## config.mk

```make
export PLATFORM = sky130hd
export DESIGN_NAME = alu_cc_pipe
export DESIGN_NICKNAME = d
export VERILOG_FILES = /design/src/rtl/alu_cc_pipe.sv
export SDC_FILE = /design/constraint.sdc
export NUM_CORES = 1
export LEC_CHECK = 0
export BUFFER_PORTS_ARGS = -buffer_cell sky130_fd_sc_hd__buf_2
export CAP_MARGIN = 20
export CELL_PAD_IN_SITES_DETAIL_PLACEMENT = 0
export CELL_PAD_IN_SITES_GLOBAL_PLACEMENT = 2
export CORE_MARGIN = 5
export CORE_UTILIZATION = 35
export CTS_CLUSTER_SIZE = 12
export DETAILED_ROUTE_END_ITERATION = 6
export PLACE_DENSITY_LB_ADDON = 0.1
export SYNTH_ARGS = -nofsm -noshare
export SYNTH_HDL_FRONTEND = slang
export SYNTH_SLANG_ARGS = --single-unit
```

## constraint.sdc

```tcl
create_clock -name clk -period 10.7 [get_ports clk]
set_input_delay 1.605 -clock clk [delete_from_list [all_inputs] [get_ports clk]]
set_output_delay 1.605 -clock clk [all_outputs]
set_load 0.02 [all_outputs]
```

## src/rtl/alu_cc_pipe.sv

```systemverilog
// alu_cc_pipe: registered add/sub/and/xor ALU with valid/ready handshake, Y86 ZF/SF/OF register and cnd evaluator
module alu_cc_pipe #(
  parameter int         WIDTH    = 64,
  parameter logic [2:0] CC_RESET = 3'b100
) (
  input  logic             clk,
  input  logic             rst,
  input  logic             in_valid,
  output logic             in_ready,
  input  logic [WIDTH-1:0] a,
  input  logic [WIDTH-1:0] b,
  input  logic [1:0]       fn,
  input  logic             set_cc,
  output logic             out_valid,
  input  logic             out_ready,
  output logic [WIDTH-1:0] result,
  output logic             carry,
  output logic [2:0]       cc,
  input  logic [3:0]       cond_fn,
  output logic             cnd
);
  localparam int MSB = WIDTH - 1;
  logic             out_valid_q, out_valid_d, carry_q, carry_d, accept;
  logic [WIDTH-1:0] result_q, result_d, r_w;
  logic [2:0]       cc_q, cc_d;
  logic [WIDTH:0]   add_w, sub_w;
  logic             c_w, of_w, lt, zf;
  assign in_ready = !out_valid_q | out_ready;
  assign accept   = in_valid & in_ready;
  // the extra top bit of the difference is the borrow, i.e. a <u b
  assign add_w = {1'b0, a} + {1'b0, b};
  assign sub_w = {1'b0, a} - {1'b0, b};
  always_comb begin
    r_w  = fn == 2'b00 ? add_w[MSB:0] : fn == 2'b01 ? sub_w[MSB:0] : fn == 2'b10 ? a & b : a ^ b;
    c_w  = fn == 2'b00 ? add_w[WIDTH] : fn == 2'b01 ? sub_w[WIDTH] : 1'b0;
    of_w = fn == 2'b00 ? (a[MSB] == b[MSB]) & (r_w[MSB] != a[MSB]) :
           fn == 2'b01 ? (a[MSB] != b[MSB]) & (r_w[MSB] != a[MSB]) : 1'b0;
    out_valid_d = accept | (out_valid_q & !out_ready);
    result_d    = accept ? r_w : result_q;
    carry_d     = accept ? c_w : carry_q;
    cc_d        = accept & set_cc ? {r_w == '0, r_w[MSB], of_w} : cc_q;
  end
  always_ff @(posedge clk) begin
    if (rst) begin
      out_valid_q <= 1'b0;
      result_q    <= '0;
      carry_q     <= 1'b0;
      cc_q        <= CC_RESET;
    end else begin
      out_valid_q <= out_valid_d;
      result_q    <= result_d;
      carry_q     <= carry_d;
      cc_q        <= cc_d;
    end
  end
  assign out_valid = out_valid_q;
  assign result    = result_q;
  assign carry     = carry_q;
  assign cc        = cc_q;
  assign zf        = cc_q[2];
  assign lt        = cc_q[1] ^ cc_q[0];
  assign cnd = cond_fn == 4'd0 ? 1'b1 : cond_fn == 4'd1 ? lt | zf : cond_fn == 4'd2 ? lt :
               cond_fn == 4'd3 ? zf : cond_fn == 4'd4 ? !zf : cond_fn == 4'd5 ? !lt :
               cond_fn == 4'd6 ? !lt & !zf : 1'b0;
endmodule

```

==> flow_summary.json <==
{
  "num_rows": 71,
  "cts_tree": "yes",
  "setup_ws_ns": 4.12,
  "yosysMostFrequentCell": "nor2_1",
  "vias": 16800,
  "fin_nets": 2413,
  "power_switching_w": 0.000752,
  "drcViolationCount": 0,
  "async_flop_share_pct": 0,
  "synth-edff-count": 0,
  "drive_gt1_share_pct": 14.3,
  "fp.dieH_um": 205,
  "ctsResizeCount": 0,
  "synth_top_area_share_pct": 12.1,
  "crit_required_ns": 10.99,
  "tightest_slew_ns": 1.05,
  "fin_crit_sh_pct": 61.5,
  "place_inst": 2644,
  "htree_levels": 3,
  "core_um2": 37600,
  "netlist_top_cells_area": "ha_1, dfxtp_1, a21oi_1",
  "fin_util_pct": 39.5,
  "cp_max_fo": 15,
  "crit_path_end_kind": "flip-flop",
  "detail-route-antenna-nets": 0,
  "powerDensity_nw_per_um2": 100,
  "post_cts_buffers": 0,
  "maxSlewHeadroom_pct": 29.2,
  "cp.arrival_ns": 6.87,
  "cts-root-buf": "clkbuf_16",
  "synthTopCellsByCount": "nor2_1, a21oi_1, nand2_1",
  "grt.overflow.total": 0,
  "dp_hpwl_um": 53800,
  "initial_core_util_pct": 35.3,
  "ys.flop_type": "dfxtp_1",
  "synthesis.nets": 2304,
  "hold_slack_ns": 0.451,
  "antenna_found_initial": 2,
  "internal_power_w": 0.000738,
  "num_io_pins": 210,
  "fin_setup_tns_ns": 0,
  "p_seq_share_pct": 19.9,
  "fin_cells": 2661,
  "synth.avg_cell_area_um2": 6.52,
  "leakage_nw": 6.34,
  "cts.clk_slew.worst_paths_ns": 0.06,
  "syn_area_um2": 13300,
  "routabilityCongestion": 1.00,
  "holdBufCountCts": 0,
  "die_x_um": 205,
  "cts_buffer_depth": 2,
  "routedWlPerCell_um": 25.5,
  "wirelength_um": 67900,
  "grt_max_degree": 70,
  "die_area_um2": 41900,
  "slew_violations": 0,
  "status": "complete, no violations",
  "first_iter_violations": 1625,
  "yosysWarnings": 0,
  "area_growth_pct": 12.0,
  "drt-vias-per-instance": 6.30,
  "crit_type": "in -> reg",
  "clkSinkCount": 69,
  "hold_viol_final": 0,
  "track_usage_pct": 31.1,
  "dpl_worst_slack_ns": 3.96,
  "setup_viol": 0,
  "worstSetupStartpointType": "input port",
  "portBuffers": 209,
  "grt_pass1_vias": 15900,
  "drt_pass1_iterations": 5,
  "numCtsBuffers": 9,
  "yosysUniqueCellTypes": 103,
  "yosysTopAreaCell": "ha_1",
  "syn_inst": 2035,
  "timing.fmax_mhz": 152,
  "period_minus_slack_ns": 6.58,
  "worstHoldPathType": "reg -> reg",
  "grt_first_pass_wirelength_um": 101000,
  "ys_seq_area_share_pct": 10.4,
  "combPwrFrac_pct": 59.3,
  "fin_skew_ns": 0.00771,
  "synth_seq_cells": 69,
  "maxCapViolCount": 0,
  "rrSetupSlack_ns": 7.11,
  "clk_latency_ns": 0.35,
  "ir_worst_vdd_v": 0.0000700,
  "pwr-share-clk_pct": 20.8,
  "p_sw_share_pct": 50.5,
  "rsz0062_at_grt": "no"
}
layer usage:
layer,global-route usage (%),wire length (µm),share of wire (%),up-vias
met5,0,7,0.010,-
met4,10.2,2450,3.6,2
met3,4.88,5490,8.1,136
met2,48.3,29400,43,821
met1,43.8,30600,45,8059
li1,-,-,-,7756
cells by family (layout without fill, tap and decap cells):
logic type	after synthesis	after routing	synth area share, %
xor+xnor	26	26	1.72
simple gates	774	774	27.7
compound gates	726	726	36.6
other cells	0	1	0
mux	36	36	2.83
fa+ha+maj	130	130	12.4
flops	69	69	10.4
buf+inv	274	388	8.32
path summary, 6_finish.rpt:
kind / start / end / cells past startpoint
worst max-delay path: b[27] / cc[2] / 16
worst min-delay path: result[58] / result[58] / 2
worst max register to register: out_valid / cc[2] / 12
worst min register to register: result[58] / result[58] / 2
sequential cells by signal, summed over array words and instances (netlist names):
| signal | cells |
|---|---|
| carry | 1 |
| cc | 3 |
| out_valid | 1 |
| result | 64 |
through the flow:
step,power [W],cell area (µm²)
after floorplan,0.000859,13300
after global placement,0.00116,14500
after detailed placement,0.00116,14600
after CTS,0.00148,14900
after global routing,0.00158,14900
final,0.00149,14900
critical path: stages:
cell and delay (ns):
buf_2 0.09, inv_1 0.04, ha_1 0.75, nor2b_1 0.14
o211ai_1 0.33, nand2_1 0.15, o31ai_1 0.57, a211oi_2 0.21
o31ai_1 0.88, o31ai_1 0.35, a311oi_1 0.53, mux2i_1 0.23
nand4b_1 0.20, nor4_1 0.55, nand4_1 0.15, nand2_1 0.09
cell type report:
class | instances | area, µm²
sequential | 69 | 1380
inverter | 142 | 533
timing repair buffer | 230 | 1210
multi-input combinational | 1692 | 10800
antenna | 1 | 2.50
tap | 511 | 639
clock buffer | 9 | 225
fill | 4227 | 22700
clock inverter | 7 | 73.8
cell usage in the layout, fill, tap and decap left out, types with 27 or more instances in the layout:
cell type and count:
a211oi_1 49, a21oi_1 236, buf_2 208, dfxtp_1 69, ha_1 128, inv_1 134
mux2i_1 27, nand2_1 213, nand3_1 49, nand4_1 37, nor2_1 241, nor3_1 65
nor4_1 41, o21ai_0 104, o31ai_1 42
power by group through the flow:
stage	Combinational, W	Clock [W]	Sequential [W]
after global routing	0.000949	0.000329	0.000298
after CTS	0.000862	0.000317	0.000296
after detailed placement	0.000858	0	0.000302
after global placement	0.000860	0	0.000301
final	0.000883	0.000309	0.000297
after floorplan	0.000535	0	0.000325
(Power assumes the default switching activity.)
